--- src/rtl/softmax_max_norm.sv ---
// softmax_max_norm: collects a 4-element signed fixed-point vector, tracks its maximum and
// presents each element minus the maximum (saturated) as registered outputs with a
// valid/ready handshake. This result is the max-normalisation step ahead of a softmax.
module softmax_max_norm #(
    parameter int WIDTH         = 32,
    parameter int FRAC_WIDTH    = 16,
    parameter int TOTAL_ELEMENT = 4
) (
    input  logic                    clk,
    input  logic                    rst,
    input  logic                    in_valid,
    output logic                    in_ready,
    input  logic signed [WIDTH-1:0] in_data,
    input  logic                    in_last,
    output logic signed [WIDTH-1:0] N1,
    output logic signed [WIDTH-1:0] N2,
    output logic signed [WIDTH-1:0] N3,
    output logic signed [WIDTH-1:0] N4,
    output logic signed [WIDTH-1:0] max_out,
    output logic                    out_valid,
    input  logic                    out_ready,
    output logic                    err_len
);

    localparam int CntW = $clog2(TOTAL_ELEMENT);
    localparam logic [CntW-1:0] LastIdx = CntW'(TOTAL_ELEMENT - 1);

    // The datapath is hard-wired for four elements. The fraction width only labels the format.
    if (TOTAL_ELEMENT != 4 || FRAC_WIDTH > WIDTH) begin : g_bad_params
        $error("softmax_max_norm: TOTAL_ELEMENT must be 4 and FRAC_WIDTH <= WIDTH");
    end

    typedef enum logic [1:0] {
        StCollect = 2'd0,
        StSub     = 2'd1,
        StOut     = 2'd2
    } state_e;

    state_e                  state_q, state_d;
    logic [CntW-1:0]         cnt_q, cnt_d;
    logic signed [WIDTH-1:0] data_q [4];
    logic signed [WIDTH-1:0] data_d [4];
    logic signed [WIDTH-1:0] max_q, max_d;
    logic signed [WIDTH-1:0] n_q [4];
    logic signed [WIDTH-1:0] n_d [4];
    logic signed [WIDTH-1:0] max_out_q, max_out_d;
    logic                    out_valid_q, out_valid_d;
    logic                    err_len_q, err_len_d;
    logic                    accept;

    // a - b computed one bit wider, clamped back into the signed WIDTH range.
    function automatic logic signed [WIDTH-1:0] sat_sub(input logic signed [WIDTH-1:0] a,
                                                        input logic signed [WIDTH-1:0] b);
        logic [WIDTH:0] d;
        d = {a[WIDTH-1], a} - {b[WIDTH-1], b};
        if (d[WIDTH] != d[WIDTH-1]) begin
            if (d[WIDTH]) begin
                return {1'b1, {(WIDTH-1){1'b0}}};
            end else begin
                return {1'b0, {(WIDTH-1){1'b1}}};
            end
        end
        return d[WIDTH-1:0];
    endfunction

    // in_ready is decoded from state and forced low while reset is held.
    assign in_ready = (state_q == StCollect) && !rst;
    assign accept   = in_valid && in_ready;

    // Next-state logic: element collection, subtraction and the output handshake.
    always_comb begin
        state_d     = state_q;
        cnt_d       = cnt_q;
        data_d      = data_q;
        max_d       = max_q;
        n_d         = n_q;
        max_out_d   = max_out_q;
        out_valid_d = out_valid_q;
        err_len_d   = 1'b0;

        unique case (state_q)
            StCollect: begin
                if (accept) begin
                    data_d[cnt_q] = in_data;
                    // The first element seeds the max, so stale data never leaks in.
                    if (cnt_q == '0 || in_data > max_q) begin
                        max_d = in_data;
                    end
                    if (cnt_q == LastIdx) begin
                        state_d   = StSub;
                        cnt_d     = '0;
                        err_len_d = !in_last;
                    end else if (in_last) begin
                        // Short vector: drop it and restart at element 0.
                        cnt_d     = '0;
                        err_len_d = 1'b1;
                    end else begin
                        cnt_d = cnt_q + 1'b1;
                    end
                end
            end
            StSub: begin
                for (int i = 0; i < 4; i++) begin
                    n_d[i] = sat_sub(data_q[i], max_q);
                end
                max_out_d   = max_q;
                out_valid_d = 1'b1;
                state_d     = StOut;
            end
            StOut: begin
                if (out_ready) begin
                    out_valid_d = 1'b0;
                    state_d     = StCollect;
                end
            end
            default: begin
                state_d     = StCollect;
                out_valid_d = 1'b0;
            end
        endcase
    end

    // State and datapath registers with asynchronous reset that clears everything.
    always_ff @(posedge clk or posedge rst) begin
        if (rst) begin
            state_q     <= StCollect;
            cnt_q       <= '0;
            max_q       <= '0;
            max_out_q   <= '0;
            out_valid_q <= 1'b0;
            err_len_q   <= 1'b0;
            for (int i = 0; i < 4; i++) begin
                data_q[i] <= '0;
                n_q[i]    <= '0;
            end
        end else begin
            state_q     <= state_d;
            cnt_q       <= cnt_d;
            max_q       <= max_d;
            max_out_q   <= max_out_d;
            out_valid_q <= out_valid_d;
            err_len_q   <= err_len_d;
            for (int i = 0; i < 4; i++) begin
                data_q[i] <= data_d[i];
                n_q[i]    <= n_d[i];
            end
        end
    end

    assign N1        = n_q[0];
    assign N2        = n_q[1];
    assign N3        = n_q[2];
    assign N4        = n_q[3];
    assign max_out   = max_out_q;
    assign out_valid = out_valid_q;
    assign err_len   = err_len_q;

endmodule

--- config.mk ---
export PLATFORM = sky130hd
export DESIGN_NAME = softmax_max_norm
export DESIGN_NICKNAME = d
export VERILOG_FILES = /design/src/rtl/softmax_max_norm.sv
export SDC_FILE = /design/constraint.sdc
export NUM_CORES = 1
export LEC_CHECK = 0
export ABC_AREA = 1
export CAP_MARGIN = 20
export CORE_MARGIN = 2
export CORE_UTILIZATION = 59
export DETAILED_ROUTE_END_ITERATION = 7
export PLACE_DENSITY = 0.8
export REMOVE_ABC_BUFFERS = 1
export SLEW_MARGIN = 15
export SYNTH_ARGS = -nofsm -noshare
export SYNTH_HDL_FRONTEND = slang
export SYNTH_SLANG_ARGS = --single-unit
--- constraint.sdc ---
create_clock -name clk -period 14.5 [get_ports clk]
set_clock_uncertainty 0.15 [all_clocks]
set_input_delay 3.625 -clock clk [delete_from_list [all_inputs] [get_ports clk]]
set_output_delay 3.625 -clock clk [all_outputs]
set_load 0.01 [all_outputs]
==> summary.txt, run 1 <==
Cells and area
  – Layout cell share with drive strength beyond 1: 0.0780
  – Filler cells: 3215
  – Layout Nets: 3432
  – Commonest non-fill, non-tap cell in the layout: nand2_1
  – Most frequent cells in the layout: nand2_1 (1077), dfrtp_1 (326), inv_1 (313)
  – Layout area overhead: 16.0%

STA
  – Fin crit share: 0.598
  – Fmax: 115 MHz
  – Final setup viols: 0
  – Tmin final: 8.68 ns
  – Endpoints failing hold: 0
  – Relative slew slack: 0.287
  – Final setup TNS: 0 ns
  – Unrepaired setup endpoints after global routing: no
  – Fin. max-slew vios: 0
  – Worst-Margin Slew: 1.07 ns

Clocking
  – Cts hold-fix bufs: 0
  – CTS resizes: 0
  – Root Buffer: clkbuf_16
  – TritonCTS clock tree: yes
  – Deepest clock path buffer count: 3
  – Clock Latency Late Sink: 0.59 ns
  – CTS H-tree lvls: 2
  – Sink count of the clock tree: 326
  – Total CTS buffers: 37
  – Number of setup buffers added after CTS: 0
  – Clk pin slew, worst setup/hold paths: 0.06 ns

Yosys
  – Synth Area in XOR/XNOR: 0.0252
  – Simple-gate share of the synthesized area: 0.299
  – Top_reg_cell synth: dfrtp_1
  – Synth cell types: 36
  – Cell count after synthesis: 3047
  – YS warnings: 0
  – Post-synthesis mux area share: 0.0471
  – Post-Syn Area: 22200 um2
  – Sequential area share after synthesis: 0.367
  – Yosys reg bits: 326
  – Asr flop ratio synth: 1.00
  – Synth Area in Compound Gates: 0.0927
  – Largest family of logic cells by synthesized area: simple AND/OR/NAND/NOR gates
  – Post-synth EDFFs: 0
  – Adder-Cell Fraction of Synth Area: 0.0959
  – Mapped Avg Cell Area: 7.29 um2

Floorplanning
  – Top Ports: 200
  – Die area: 39200 um2
  – Row count: 71
  – Core box area: 37400 um2
  – Die X-Extent: 198 um
  – Die Height: 198 um
  – Initial Util: 0.594

Detailed routing
  – Drt pass-1 iters: 6
  – Number of routed nets with antenna violations: 0
  – Final wirelength: 71100 um
  – Number of vias in the routed layout: 21200
  – Via/cell ratio: 5.62
  – Iter 0 DRT Violations: 1794
  – DRC viols: 0
  – Drt wl/cell: 18.9 um

Critical path
  – Kind of critical path: input pin to output port
  – CP Launch Type: input pin
  – Critical path arrival: 4.90 ns
  – CP Max Fanout: 2
  – CP Capture Type: output port
  – Worst EP required: 10.72 ns

Min path
  – Hold WC Path Type: flop to flop

Place
  – Post-DP HPWL: 52800 um
  – Placer Congestion: 0.972
  – PortBufs: 199

Global routing
  – Grt ovf: 0
  – Number of global-route vias before repair: 20600
  – Total GRT Usage: 0.369
  – Initial antenna violation count: 3
  – First-pass GRT wire length: 111000 um
  – Largest net degree at the start of global routing: 100

Outcome
  – Outcome: finished clean

Flow run
  – Max-cap violations: 0
cells in the mapped netlist, types with 27 or more instances:
master    instances  area share
nand2_1        1078        0.18
o21ai_0          52       0.012
nand4_1          27      0.0076
nor2_1          310       0.052
clkbuf_1         30      0.0051
xor2_1           56       0.022
a21oi_2          36       0.014
inv_1           315       0.053
o21bai_1         42       0.014
dfrtp_1         326        0.37
ha_1            164       0.092
a21oi_1         214       0.048
mux2_2           93       0.047
nand3_1         159       0.036
through the flow:
| stage | instance area [um2] | hold WS, ns | std cells | setup slack (ns) | util |
|---|---|---|---|---|---|
| final | 25800 | 0.328 | 3768 | 5.82 | 0.689 |
| after detailed placement | 24600 | 0.315 | 3699 | 5.81 | 0.657 |
| after floorplan | 21800 | 0.303 | 2976 | 1.70 | - |
| after CTS | 25800 | 0.331 | 3767 | 5.80 | 0.689 |
| after global routing | 25800 | 0.351 | 3768 | 5.76 | 0.689 |
| after global placement | 24600 | 0.311 | 3699 | 5.82 | 0.657 |
cell type report:
type	instances	area (um2)	share of cell area
clock inverter	20	216	0.00840
inverter	321	1210	0.0470
clock buffer	48	987	0.0383
tap	511	639	0.0248
timing repair buffer	212	2090	0.0811
sequential	326	8160	0.317
antenna	1	2.50	0.0000971
multi-input combinational	2329	12500	0.484
logic make-up (layout without fill, tap and decap cells):
family	Yosys count	in the layout
flip-flops	326	326
other	0	1
adder cells (fa/ha/maj)	168	168
XOR/XNOR	64	64
buffers and inverters	392	601
AO/OA/AOI/OAI	355	355
AND/OR/NAND/NOR	1649	1649
multiplexers	93	93
layer usage:
metal	vias up	global-route usage	share of wire
met5	-	0	0
li1	10100	-	-
met4	0	0.177	0.050
met2	925	0.581	0.45
met1	9923	0.473	0.41
met3	222	0.0971	0.095
worst max-delay path: stages:
cell             delay (ns)
clkdlybuf4s50_1        0.53
nor3_2                 0.18
clkdlybuf4s50_1        0.57
final timing paths:
check,start,endpoint,slack (ns),cells after the start
max in group asynchronous,rst,N4[25],9.19,3
min,N3[30],N3[30],0.33,2
max reg2reg,max_q[31],max_q[22],10.71,13
min in group asynchronous,rst,N2[0],3.46,2
max,rst,in_ready,5.82,3
min reg2reg,N3[30],N3[30],0.33,2
flip-flops by register name, summed over array words and instances (netlist names):
| signal | count |
|---|---|
| cnt_q | 2 |
| state_q | 2 |
| N2 | 32 |
| max_out | 32 |
| N1 | 32 |
| N3 | 32 |
| N4 | 32 |
| max_q | 32 |
| out_valid | 1 |
| err_len | 1 |
| data_q | 128 |
Power of run 1 is left out: the tool's default activity adds up to more than one toggle a clock period on the data nets, which glitch-free logic cannot reach.
==> run 2: changes to the inputs <==
==> constraint.sdc (replaced) <==
create_clock -name clk -period 8.9 [get_ports clk]
set_clock_uncertainty 0.15 [all_clocks]
set_input_delay 2.225 -clock clk [delete_from_list [all_inputs] [get_ports clk]]
set_output_delay 2.225 -clock clk [all_outputs]
set_load 0.01 [all_outputs]
==> summary.txt, run 2 (same netlist as run 1, synthesis figures left out) <==
Floorplanning
  – Die area: 39200 um2 (unchanged)
  – Top Ports: 200 (unchanged)
  – Core box area: 37400 um2 (unchanged)
  – Die Height: 198 um (unchanged)
  – Die X-Extent: 198 um (unchanged)
  – Row count: 71 (unchanged)
  – Initial Util: 0.594 (unchanged)

Clocking
  – CTS resizes: 0 (unchanged)
  – Number of setup buffers added after CTS: 0 (unchanged)
  – Total CTS buffers: 37 (unchanged)
  – Deepest clock path buffer count: 3 (unchanged)
  – CTS H-tree lvls: 2 (unchanged)
  – Clock Latency Late Sink: 0.61 ns (+0.02 ns)
  – TritonCTS clock tree: yes
  – Cts hold-fix bufs: 0 (unchanged)
  – Clk pin slew, worst setup/hold paths: 0.05 ns (about the same)
  – Root Buffer: clkbuf_16
  – Sink count of the clock tree: 326 (unchanged)

Critical path
  – Worst EP required: 6.53 ns (-4.19 ns)
  – Crit path top cell by count: clkdlybuf4s50_1
  – CP Capture Type: output port
  – CP Max Fanout: 2 (unchanged)
  – Critical path arrival: 3.52 ns (-1.38 ns)
  – CP Launch Type: input pin
  – Worst-path cell chain: clkdlybuf4s50_1 > nor3_2 > clkdlybuf4s50_1
  – Max incr delay on CP: 0.57 ns (about the same)
  – CP max-delay cell: clkdlybuf4s50_1
  – Kind of critical path: input pin to output port

STA
  – Fin. max-slew vios: 0 (unchanged)
  – Worst-Margin Slew: 1.08 ns (+0.0142 ns)
  – Relative slew slack: 0.276 (-0.0103)
  – Final setup TNS: 0 ns (unchanged)
  – Unrepaired setup endpoints after global routing: no
  – Endpoints failing hold: 0 (unchanged)
  – Tmin final: 5.90 ns
  – Fin crit share: 0.662
  – Fmax: 170 MHz
  – Final setup viols: 0 (unchanged)

Cells and area
  – Layout cell share with drive strength beyond 1: 0.0778 (-0.000188)
  – Layout Nets: 3431 (-0.029%)
  – Final core occ: 0.691 (+0.00221)
  – Most frequent cells in the layout: nand2_1 (1077), dfrtp_1 (326), inv_1 (313)
  – Largest register FFs: 128 (unchanged)
  – Filler cells: 3101 (-3.5%)
  – Register area: 8160 um2 (unchanged)
  – Commonest non-fill, non-tap cell in the layout: nand2_1
  – Multi-input gate area: 12500 um2 (unchanged)
  – Layout area overhead: 16.3%
  – Final Cell Area: 25900 um2 (+0.32%)
  – Register with the most flip-flops: data_q

Detailed routing
  – Final wirelength: 74400 um (+4.6%)
  – Drt pass-1 iters: 7 (+1)
  – Via/cell ratio: 5.75 (+2.4%)
  – Drt wl/cell: 19.8 um (+4.7%)
  – DRC viols: 0 (unchanged)
  – Iter 0 DRT Violations: 1871 (+4.3%)
  – Number of routed nets with antenna violations: 0 (unchanged)
  – Number of vias in the routed layout: 21700 (+2.3%)

Min path
  – Hold WC Path Type: flop to flop

Global routing
  – Total GRT Usage: 0.383 (+0.0139)
  – Largest net degree at the start of global routing: 152 (+52%)
  – First-pass GRT wire length: 115000 um (+4.3%)
  – Number of global-route vias before repair: 21200 (+2.6%)
  – Initial antenna violation count: 1 (-2)
  – Grt ovf: 0 (unchanged)

Place
  – Placer Congestion: 0.999 (+2.7%)
  – PortBufs: 199 (unchanged)
  – Area after DPL: 24600 um2 (about the same)
  – Post-DP HPWL: 55700 um (+5.5%)

Outcome
  – Outcome: finished clean

Flow run
  – Max-cap violations: 0 (unchanged)
-- run 2: cell count changes in the layout (fill, tap and decap cells not counted), sizes merged --
cell      before  now
inv          322  321
buf           13   12
clkinvlp       6    2
clkinv        10   11
-- run 2: path summary, 6_finish.rpt --
| check | startpoint | end | slack, ns | cells past startpoint |
|---|---|---|---|---|
| setup / recovery | rst | in_ready | 3.00 | 3 |
| hold / removal | N2[30] | N2[30] | 0.33 | 2 |
| setup reg to reg | max_q[1] | max_q[0] | 4.86 | 18 |
| hold reg to reg | N2[30] | N2[30] | 0.33 | 2 |
| max in group asynchronous | rst | data_q[93] | 5.07 | 3 |
| min in group asynchronous | rst | out_valid | 2.10 | 2 |
-- run 2: routing by layer --
metal  wire length, um  GRT usage  vias to the layer above
met3              6200     0.0652                      269
met5                 0          0                        -
met1             30400      0.493                    10300
met4              3950      0.195                        0
li1                  -          -                    10100
met2             33800      0.624                     1001
-- run 2: area by class of cell --
type,count,share of cell area
Inverter,321,0.0469
Tap cell,511,0.0247
Sequential cell,326,0.316
Clock buffer,48,0.0397
Multi-Input combinational cell,2329,0.482
Timing Repair Buffer,211,0.0813
Antenna cell,1,0.0000968
Clock inverter,16,0.00953
-- run 2: stage by stage --
step / setup WS (ns) / hold WS, ns / std cells
3_5_place_dp: 2.99 / 0.313 / 3697
4_1_cts: 2.99 / 0.331 / 3761
5_1_grt: 2.97 / 0.349 / 3763
2_1_floorplan: -2.50 / 0.303 / 2976
3_3_place_gp: 3.05 / 0.308 / 3697
6_report: 3.00 / 0.330 / 3763
-- run 2: worst max-delay path, delay by kind of cell --
kind / cells / cell delay [ns]
buffers and inverters: 2 / 1.09
AND/OR/NAND/NOR: 1 / 0.20
Power of run 2 is left out for the same reason.
